==> config.mk <==
export PLATFORM = sky130hd
export DESIGN_NAME = mem_stage_lsu
export DESIGN_NICKNAME = d
export VERILOG_FILES = /design/src/rtl/mem_stage_lsu.sv
export SDC_FILE = /design/constraint.sdc
export NUM_CORES = 1
export LEC_CHECK = 0
export BUFFER_PORTS_ARGS = -buffer_cell sky130_fd_sc_hd__buf_2
export CORE_ASPECT_RATIO = 1.5
export CORE_MARGIN = 1.5
export CORE_UTILIZATION = 29
export DETAILED_ROUTE_END_ITERATION = 10
export GPL_TIMING_DRIVEN = 0
export SETUP_SLACK_MARGIN = 0.2
export SLEW_MARGIN = 0
export SYNTH_ARGS = -nofsm -noshare
export SYNTH_HDL_FRONTEND = slang
export SYNTH_SLANG_ARGS = --single-unit
==> constraint.sdc <==
create_clock -name clk -period 1.93 [get_ports clk]
set_clock_uncertainty 0.15 [all_clocks]
set_input_delay 0.193 -clock clk [delete_from_list [all_inputs] [get_ports clk]]
set_output_delay 0.193 -clock clk [all_outputs]
set_load 0.05 [all_outputs]
==> src/rtl/mem_stage_lsu.sv <==
// -----------------------------------------------------------------------------
// mem_stage_lsu
//
// Memory-stage load/store unit.
// - Takes the EX/MEM pipeline register outputs and drives the data-memory bus.
// - Steers byte/half/word store data onto the byte lanes.
// - Extracts and extends load data.
// - Stalls the front of the pipeline while the memory inserts wait states.
// - Owns the MEM/WB register, which it loads with write-back data that is
//   already muxed.
//
// Ports
//   clk, rst            pipeline clock, synchronous active-high reset
//   ALU_o_MEM           byte address for loads/stores, otherwise ALU result
//   WD_cut_MEM          store data, low-aligned
//   MemRW_MEM           1 = store
//   RegWEn_MEM          register write enable
//   WBSel_MEM           write-back source: 00 load, 01 ALU, 10 PC+4, 11 zero
//   WordSizeSel_MEM     funct3 size: 000 B, 001 H, 010 W, 100 BU, 101 HU
//   Rd_MEM              destination register
//   PCPlusF_MEM         PC+4 of the instruction
//   dmem_req/we/addr/be/wdata   data-memory request side
//   dmem_rdata/ack      data-memory response side
//   stall_MEM           hold PC, IF/ID, ID/EX and EX/MEM
//   RegWEn_WB, Rd_WB, WBdata_WB   MEM/WB register
//   misalign_err        sticky misaligned-access flag
//   bus_err             sticky bus-timeout flag
//
// Configuration
//   MEM_TIMEOUT_EN  when defined, a transfer that stays unacknowledged for
//                   TIMEOUT_CYCLES request cycles is aborted and bus_err is
//                   set. When undefined, the unit waits for dmem_ack
//                   indefinitely and bus_err is tied low.
// -----------------------------------------------------------------------------
module mem_stage_lsu #(
    parameter int TIMEOUT_CYCLES = 16
) (
    input  logic        clk,
    input  logic        rst,
    input  logic [31:0] ALU_o_MEM,
    input  logic [31:0] WD_cut_MEM,
    input  logic        MemRW_MEM,
    input  logic        RegWEn_MEM,
    input  logic [1:0]  WBSel_MEM,
    input  logic [2:0]  WordSizeSel_MEM,
    input  logic [4:0]  Rd_MEM,
    input  logic [8:0]  PCPlusF_MEM,
    output logic        dmem_req,
    output logic        dmem_we,
    output logic [31:0] dmem_addr,
    output logic [3:0]  dmem_be,
    output logic [31:0] dmem_wdata,
    input  logic [31:0] dmem_rdata,
    input  logic        dmem_ack,
    output logic        stall_MEM,
    output logic        RegWEn_WB,
    output logic [4:0]  Rd_WB,
    output logic [31:0] WBdata_WB,
    output logic        misalign_err,
    output logic        bus_err
);

    typedef enum logic {
        S_IDLE = 1'b0,
        S_WAIT = 1'b1
    } state_t;

    localparam logic [1:0] SZ_B = 2'b00;
    localparam logic [1:0] SZ_H = 2'b01;

    state_t      state;
    state_t      state_next;

    logic [1:0]  size_p0;
    logic [1:0]  off_p0;
    logic        is_load_p0;
    logic        is_store_p0;
    logic        mem_op_p0;
    logic        misaligned_p0;
    logic        access_p0;
    logic        abort;
    logic [31:0] load_data_p0;
    logic [31:0] wb_value_p0;

    // Byte enables for a store of the given size at the given byte offset.
    function automatic logic [3:0] store_be(input logic [1:0] sz, input logic [1:0] off);
        logic [3:0] be;
        case (sz)
            SZ_B:    be = 4'b0001 << off;
            SZ_H:    be = off[1] ? 4'b1100 : 4'b0011;
            default: be = 4'b1111;
        endcase
        return be;
    endfunction

    // Store data replicated across every lane it could land on, so the byte
    // enables alone pick the target bytes.
    function automatic logic [31:0] store_wdata(input logic [1:0] sz, input logic [31:0] wd);
        logic [31:0] data;
        case (sz)
            SZ_B:    data = {4{wd[7:0]}};
            SZ_H:    data = {2{wd[15:0]}};
            default: data = wd;
        endcase
        return data;
    endfunction

    // Select the addressed byte/half of the read word and extend it.
    // sz_code[2] set means an unsigned (zero-extending) load.
    function automatic logic [31:0] load_extend(input logic [31:0] rdata,
                                                input logic [1:0]  off,
                                                input logic [2:0]  sz_code);
        logic        [7:0]  b;
        logic        [15:0] h;
        logic signed [7:0]  b_s;
        logic signed [15:0] h_s;
        logic        [31:0] result;
        case (off)
            2'd0:    b = rdata[7:0];
            2'd1:    b = rdata[15:8];
            2'd2:    b = rdata[23:16];
            default: b = rdata[31:24];
        endcase
        h   = off[1] ? rdata[31:16] : rdata[15:0];
        b_s = b;
        h_s = h;
        case (sz_code[1:0])
            SZ_B:    result = sz_code[2] ? {24'b0, b} : 32'(b_s);
            SZ_H:    result = sz_code[2] ? {16'b0, h} : 32'(h_s);
            default: result = rdata;
        endcase
        return result;
    endfunction

    // ---- stage p0: decode of the EX/MEM register contents ----
    assign size_p0       = WordSizeSel_MEM[1:0];
    assign off_p0        = ALU_o_MEM[1:0];
    assign is_load_p0    = (WBSel_MEM == 2'b00) && RegWEn_MEM;
    assign is_store_p0   = MemRW_MEM;
    assign mem_op_p0     = is_load_p0 || is_store_p0;
    // Size code 11 is treated as a word, so it needs full alignment.
    assign misaligned_p0 = mem_op_p0 &&
                           (((size_p0 == SZ_H) && off_p0[0]) ||
                            ((size_p0[1]) && (off_p0 != 2'b00)));
    assign access_p0     = mem_op_p0 && !misaligned_p0;

    assign dmem_addr    = {ALU_o_MEM[31:2], 2'b00};
    assign dmem_wdata   = store_wdata(size_p0, WD_cut_MEM);
    assign load_data_p0 = load_extend(dmem_rdata, off_p0, WordSizeSel_MEM);

    always_comb begin
        case (WBSel_MEM)
            2'b00:   wb_value_p0 = load_data_p0;
            2'b01:   wb_value_p0 = ALU_o_MEM;
            2'b10:   wb_value_p0 = {23'b0, PCPlusF_MEM};
            default: wb_value_p0 = 32'b0;
        endcase
    end

    // ---- bus FSM: state register ----
    always_ff @(posedge clk) begin
        if (rst) begin
            state <= S_IDLE;
        end else begin
            state <= state_next;
        end
    end

    // ---- bus FSM: next state ----
    always_comb begin
        state_next = state;
        case (state)
            S_IDLE: begin
                if (dmem_req && !dmem_ack) begin
                    state_next = S_WAIT;
                end
            end
            S_WAIT: begin
                // Request dropping in WAIT only happens if the upstream
                // registers were not held; fall back to IDLE in that case.
                if (dmem_ack || abort || !dmem_req) begin
                    state_next = S_IDLE;
                end
            end
            default: state_next = S_IDLE;
        endcase
    end

    // ---- bus FSM: outputs ----
    // The request depends only on the held EX/MEM contents, so IDLE and WAIT
    // present identical addr/be/wdata/we for the whole transfer.
    always_comb begin
        dmem_req = 1'b0;
        dmem_we  = 1'b0;
        dmem_be  = 4'b0000;
        if (!rst && access_p0) begin
            dmem_req = 1'b1;
            dmem_we  = is_store_p0;
            dmem_be  = is_store_p0 ? store_be(size_p0, off_p0) : 4'b1111;
        end
    end

`ifdef MEM_TIMEOUT_EN
    localparam int              CNT_W    = $clog2(TIMEOUT_CYCLES + 1);
    localparam logic [CNT_W-1:0] CNT_LAST = CNT_W'(TIMEOUT_CYCLES - 1);

    // Counts request cycles of the current transfer that went unacknowledged.
    logic [CNT_W-1:0] wait_cnt;
    logic             bus_err_q;

    // An ack in the final cycle still completes the transfer.
    assign abort = (state == S_WAIT) && !dmem_ack && (wait_cnt == CNT_LAST);

    always_ff @(posedge clk) begin
        if (rst) begin
            wait_cnt <= '0;
        end else if (state_next == S_WAIT) begin
            wait_cnt <= (state == S_IDLE) ? CNT_W'(1) : wait_cnt + CNT_W'(1);
        end else begin
            wait_cnt <= '0;
        end
    end

    always_ff @(posedge clk) begin
        if (rst) begin
            bus_err_q <= 1'b0;
        end else if (abort) begin
            bus_err_q <= 1'b1;
        end
    end

    assign bus_err = bus_err_q;
`else
    // Without the timeout the parameter has no effect.
    logic unused_timeout_cfg;
    assign unused_timeout_cfg = (TIMEOUT_CYCLES != 0);
    assign abort   = 1'b0;
    assign bus_err = 1'b0;
`endif

    assign stall_MEM = dmem_req && !dmem_ack && !abort;

    // ---- stage p1: MEM/WB register ----
    // Stalled, aborted and misaligned cycles all become bubbles; the data
    // fields hold so a bubble does not disturb forwarding paths.
    always_ff @(posedge clk) begin
        if (rst) begin
            RegWEn_WB <= 1'b0;
            Rd_WB     <= 5'b0;
            WBdata_WB <= 32'b0;
        end else if (stall_MEM || abort || misaligned_p0) begin
            RegWEn_WB <= 1'b0;
        end else begin
            RegWEn_WB <= RegWEn_MEM;
            Rd_WB     <= Rd_MEM;
            WBdata_WB <= wb_value_p0;
        end
    end

    always_ff @(posedge clk) begin
        if (rst) begin
            misalign_err <= 1'b0;
        end else if (misaligned_p0) begin
            misalign_err <= 1'b1;
        end
    end

endmodule

==> metrics.yaml, run 1 <==
yosys:
  yosysMostFrequentCell: "buf_4"
  ys_ff_latch: 39
  yosys.area.top_type: "dfxtp_1"
  synth_cell_types: 53
  mappedNetlistArea_um2: 3150
  synth_top_area_share_pct: 24.8
  postSynthAreaPerCell_um2: 8.29
  synthCells: 380
  ys_top_cells_by_count: "buf_4, dfxtp_1, a21oi_1"
  synth_seq_area_share_pct: 24.8
  synthFlopType: "dfxtp_1"
  ys_top_cells_by_area: "dfxtp_1, buf_4, mux2_2, a21oi_1, a222oi_1"
  ys_warn_count: 0
  synth-async-reset-ratio_pct: 0
  synth-edff-count: 0
timing:
  slew_headroom_pct: 59.3
  fin_crit_ns: 1.76
  layout_setup_ws_ns: 0.166
  finalHoldViolCount: 1
  setup_viol: 0
  hold_slack_ns: -0.000210
  grt_setup_unrepaired: "true"
  tightest_slew_ns: 0.610
  period_share_pct: 91.4
  drv_slew: 0
  max_freq_mhz: 567
placement:
  placed_cells: 749
  place_congestion: 0.862
  post-dp-hpwl_um: 11000
  place_area_um2: 4630
  dp_slack_ns: -0.399
  io_buffers: 223
worst_hold_path:
  hp-class: "in2reg"
cells_and_area:
  instances_no_fill: 771
  drive_gt1_share_pct: 60.7
  fin_area_um2: 5170
  n_fill_cell: 1114
  multi_input_area_um2: 2110
  nNetsFinal: 746
  regArea_um2: 781
  syn_to_final_growth_pct: 64.1
floorplanning:
  dieArea_um2: 11500
  initial_core_util_pct: 29.7
  core-area_um2: 10600
  placementRows: 46
  io_pins: 231
  dieHeight_um: 131
  die_x_um: 88.1
power:
  p_leak_nw: 2.53
  p_clk_share_pct: 26.3
  p_comb_share_pct: 46.4
  seqPwrFrac_pct: 27.3
  p_int_mw: 1.89
  p_switching_mw: 1.34
  switching_share_pct: 41.4
  irDropWorstVdd_mv: 0.354
  cellPowerDensity_nw_per_um2: 625
global_routing:
  grtUsageTotal_pct: 22.9
  grt_max_degree: 13
  grt_pass1_vias: 3915
  grt_pass1_wl_um: 19800
  grt-ovfl-total: 0
  antenna_found_initial: 1
clock_network:
  insertion_delay_ns: 0.29
  cts_tree: "yes"
  clock_path_buffers: 2
  cts_root_buffer: "clkbuf_16"
  path_clk_slew_ns: 0.06
  htreeDepth: 2
  cts_made_buffers: 5
  clock_sinks: 39
detailed_routing:
  vias: 3929
  wl_per_cell_um: 17.6
  drt.antenna.violating_nets: 0
  wirelength_um: 13600
  drcViolationCount: 0
  dr.first_iter.drc_count: 233
  drt_first_pass_iters: 7
  vias_per_cell: 5.10
worst_setup_path:
  worstPathRequired_ns: 1.59
  end_kind: "output port"
  cp.arrival_ns: 1.42
  critPathMaxFanout: 7
  path_class: "in2out"
  startpoint_type: "input pin"
status:
  status: "complete, but fails checks"
  violations: "negative hold slack"
run:
  drv_cap: 0
routing by layer:
layer  vias up  track usage (%)  share of wire, %
met5         -                0                 0
met4         0             9.28               2.5
met3        19             3.71               7.8
met2       219             45.3                55
met1      1837             23.0                34
li1       1854                -                 -
cell type report:
cell class	count	share of cell area [%]
Tap cell	144	3.48
Inverter	7	0.581
Multi-Input combinational cell	264	40.8
Buffer	71	11.1
Timing Repair Buffer	238	26.1
Clock inverter	1	0.169
Sequential cell	39	15.1
Antenna cell	1	0.0484
Clock buffer	6	2.69
path summary, 6_finish.rpt:
| check | slack, ns | cells after the start | startpoint | endpoint |
|---|---|---|---|---|
| hold reg to reg | 0.30 | 2 | WBdata_WB[14]$_SDFFE_PP0N_ | WBdata_WB[14]$_SDFFE_PP0N_ |
| hold / removal | -0.0002 | 3 | Rd_MEM[3] | Rd_WB[3]$_SDFFE_PP0N_ |
| setup / recovery | 0.17 | 8 | WordSizeSel_MEM[1] | dmem_be[1] |
| setup reg to reg | 0.70 | 3 | WBdata_WB[3]$_SDFFE_PP0N_ | WBdata_WB[3]$_SDFFE_PP0N_ |
power groups by stage:
stage | Combinational [mW] | Clock [mW] | Sequential, mW
after CTS | 1.46 | 0.860 | 0.880
after floorplan | 0.827 | 0 | 1.07
after global placement | 1.38 | 0 | 0.897
after global routing | 1.58 | 0.889 | 0.886
final | 1.50 | 0.849 | 0.881
after detailed placement | 1.39 | 0 | 0.898
per-stage QoR:
stage | TNS, ns | power (mW) | hold slack, ns | utilization (%)
floorplan | -0.0170 | 1.89 | 0.174 | -
global placement | -5.92 | 2.28 | 0.281 | 43.7
detailed placement | -6.12 | 2.29 | 0.290 | 43.7
CTS | 0 | 3.20 | 0.000546 | 47.5
global route | 0 | 3.36 | 0.0116 | 48.8
finish | 0 | 3.23 | -0.000210 | 48.8
critical path, cell delays in order:
cell and delay [ns]:
buf_8 0.10, buf_6 0.12, o21ai_4 0.06, nand2_2 0.07
or3_4 0.38, clkbuf_16 0.18, a21oi_4 0.13, buf_6 0.17
state kept, by name (all words and copies together) (netlist names):
| register | flops |
|---|---|
| Rd_WB | 5 |
| RegWEn_WB | 1 |
| WBdata_WB | 32 |
| misalign_err | 1 |
cells by family (layout without fill, tap and decap cells):
group | after synthesis | in the layout | share of synthesized area, %
flip-flops | 39 | 39 | 24.8
AND/OR/NAND/NOR | 94 | 94 | 16.2
AO/OA/AOI/OAI | 134 | 134 | 31.8
buffers and inverters | 79 | 323 | 15.4
multiplexers | 33 | 33 | 11.6
other | 1 | 4 | 0.119
cell usage in the layout (no fill, tap or decap), drive strengths merged, types with 2 or more instances in the layout:
| cell type | count |
|---|---|
| o22ai | 14 |
| a22o | 2 |
| nor2 | 8 |
| dlygate4sd3 | 2 |
| nand2b | 4 |
| mux2i | 8 |
| and2 | 2 |
| a221o | 4 |
| a21o | 4 |
| a22oi | 8 |
| o21ai | 24 |
| nand2 | 30 |
| buf | 290 |
| a2bb2oi | 2 |
| a31oi | 4 |
| nor2b | 21 |
| inv | 7 |
| conb | 3 |
| mux2 | 25 |
| nor3 | 10 |
| a21oi | 38 |
| clkbuf | 23 |
| and3 | 11 |
| a222oi | 14 |
| a211oi | 3 |
| o21a | 8 |
| dfxtp | 39 |
| a32oi | 2 |
| nor3b | 4 |
what timing repair did:
| action | 4_1_cts | 5_1_grt |
|---|---|---|
| endpoints found under the hold margin | 2 | 0 |
| gates resized for setup | 47 | 47 |
| pin swaps | 5 | 4 |
| setup endpoints to repair | 29 | 37 |
| buffers inserted | 9 | 4 |
| hold buffers | 2 | 0 |
Power figures use the tool's default switching activity.
==> inputs of run 2 (changes only) <==
BUFFER_PORTS_ARGS = unset   (was -buffer_cell sky130_fd_sc_hd__buf_2)
DONT_BUFFER_PORTS = 1   (was unset)
==> run 2 against run 1 <==
Against the previous run:
- the run now ends clean
- utilization fell by 9.0 points
- setup slack better by 0.025 ns
- via count shrank 19%
- register-to-register slack worse by 0.39 ns
- global-route usage shrank 1.1 points
- die area is the same
- sequential power is 20% higher
- flip-flop and latch count is the same
- combinational power decreased by 29%
- power down 3.6%
- largest power group is now registers
==> metrics.yaml, run 2 (synthesis gave the netlist of run 1 again) <==
placement:
  io_buffers: 0  # -100%
  place_congestion: 0.876  # +1.6%
  place_area_um2: 3510  # -24%
  post-dp-hpwl_um: 10400  # -4.8%
timing:
  finalHoldViolCount: 0  # -1
  drv_slew: 0  # unchanged
  max_freq_mhz: 575  # +1.4%
  slew_headroom_pct: 58.8  # -0.56 points
  tightest_slew_ns: 0.619  # +0.00846 ns
  setup_viol: 0  # unchanged
  fin_crit_ns: 1.74  # -0.0252 ns
  grt_setup_unrepaired: "true"
  fin_setup_tns_ns: 0  # unchanged
  hold_slack_ns: 0.0563  # +0.0565 ns
  period_share_pct: 90.1  # -1.3 points
detailed_routing:
  drt.antenna.violating_nets: 0  # unchanged
  vias: 3202  # -19%
  wl_per_cell_um: 23.4  # +33%
  drt_first_pass_iters: 5  # -2
  dr.first_iter.drc_count: 190  # -18%
  drcViolationCount: 0  # unchanged
  vias_per_cell: 5.62  # +10%
  wirelength_um: 13300  # -1.9%
global_routing:
  grt_max_degree: 14  # +1
  grt-ovfl-total: 0  # unchanged
  grt_pass1_vias: 3281  # -16%
  antenna_found_initial: 0  # -1
  grt_pass1_wl_um: 18400  # -7.2%
  grtUsageTotal_pct: 21.8  # -1.1 points
power:
  cellPowerDensity_nw_per_um2: 739  # +18%
  irDropWorstVdd_mv: 0.381  # +7.7%
  p_leak_nw: 1.69  # -33%
  totalPowerFinal_mw: 3.11  # -3.6%
floorplanning:
  io_pins: 231  # unchanged
  initial_core_util_pct: 29.7  # unchanged
  die_x_um: 88.1  # unchanged
  dieHeight_um: 131  # unchanged
  placementRows: 46  # unchanged
  dieArea_um2: 11500  # unchanged
  core-area_um2: 10600  # unchanged
worst_setup_path:
  slowest_delay_ns: 0.34  # -0.04 ns
  worst_r2r_path_depth: 3  # unchanged
  path_class: "in2out"
  worst-path-stages: 6  # -2
  end_kind: "output port"
  crit_path_top_delay_cell: "or3_4"
  cp.arrival_ns: 1.40  # -0.02 ns
  crit_buf_inv: 2  # -2
  cp_common_cell: "clkbuf_16"
  startpoint_type: "input pin"
  path_cells: "clkbuf_16 > o21ai_4 > nand2_2 > or3_4 > clkbuf_16 > a21oi_4"
  critPathMaxFanout: 7  # unchanged
  cpLargestDelayFamily: "compound AO/OA/AOI/OAI gates"
  worstPathRequired_ns: 1.59  # about the same
cells_and_area:
  final_cell_mix: "buf_4, dfxtp_1, a21oi_1, nand2_1, dlygate4sd3_1"
  fin_util_pct: 39.8  # -9.0 points
  final_common_cell: "buf_4"
  fin_area_um2: 4220  # -18%
  largest_register_ffs: 32  # unchanged
  antenna_cells: 0  # -1
  nNetsFinal: 545  # -27%
  syn_to_final_growth_pct: 33.8
  top_regs: "WBdata_WB (32), Rd_WB (5)"
  n_fill_cell: 1125  # +0.99%
  drive_gt1_share_pct: 35.4  # -25 points
  largest_register: "WBdata_WB"
clock_network:
  cts_root_buffer: "clkbuf_16"
  clock_sinks: 39  # unchanged
  htreeDepth: 2  # unchanged
  cts_made_buffers: 5  # unchanged
  path_clk_slew_ns: 0.06  # about the same
  clock_path_buffers: 2  # unchanged
  insertion_delay_ns: 0.29  # about the same
  cts_tree: "yes"
worst_hold_path:
  worstHoldPathCells: 2  # -1
  hp-class: "in2reg"
status:
  status: "complete, no violations"
run:
  drv_cap: 0  # unchanged
## run 2: routing by layer
| metal | routed length, um | track usage [%] |
|---|---|---|
| met5 | 0 | 0 |
| met4 | 331 | 8.27 |
| met3 | 1220 | 5.40 |
| met2 | 7370 | 43.0 |
| met1 | 4390 | 21.1 |
## run 2: layout make-up
class	instances	area, um^2	area share (%)
Clock inverter	2	38.8	0.920
Sequential cell	39	781	18.5
Inverter	7	30.0	0.712
Multi-Input combinational cell	264	2150	50.9
Buffer	72	544	12.9
Timing Repair Buffer	36	358	8.49
Clock buffer	6	139	3.29
Tap cell	144	180	4.27
## run 2: power by group
| part | leakage (nW) | internal (mW) | total (mW) | switching [mW] |
|---|---|---|---|---|
| logic | 1.28 | 0.368 | 1.06 | 0.695 |
| registers | 0.319 | 0.855 | 1.06 | 0.209 |
| clock network | 0.0875 | 0.650 | 0.988 | 0.338 |
## run 2: what timing repair did
| action | CTS | global route |
|---|---|---|
| endpoints found under the setup margin | 29 | 30 |
| cloned | 0 | 1 |
| endpoints found under the hold margin | 23 | 0 |
| hold buffers | 28 | 0 |
| pin swaps | 3 | 11 |
| gates resized for setup | 21 | 23 |
| buffers inserted | 2 | 5 |
## run 2: per-stage QoR
| step | setup slack, ns | instances |
|---|---|---|
| CTS | 0.152 | 564 |
| global placement | -0.321 | 526 |
| global route | 0.156 | 570 |
| finish | 0.191 | 570 |
| floorplan | -0.0170 | 382 |
| detailed placement | -0.351 | 526 |
## run 2: path summary, 6_finish.rpt
kind	to	startpoint	slack, ns
worst max-delay path	dmem_be[1]	ALU_o_MEM[1]	0.19
worst max register to register	WBdata_WB[2]$_SDFFE_PP0N_	WBdata_WB[2]$_SDFFE_PP0N_	0.31
worst min-delay path	WBdata_WB[10]$_SDFFE_PP0N_	ALU_o_MEM[10]	0.06
worst min register to register	Rd_WB[0]$_SDFFE_PP0N_	Rd_WB[0]$_SDFFE_PP0N_	0.54
## run 2: worst register-to-register path, cell delays in order (launching register included)
cell      delay, ns
dfxtp_1        0.50
a222oi_1       0.60
o21a_1         0.19
nor3_1         0.04
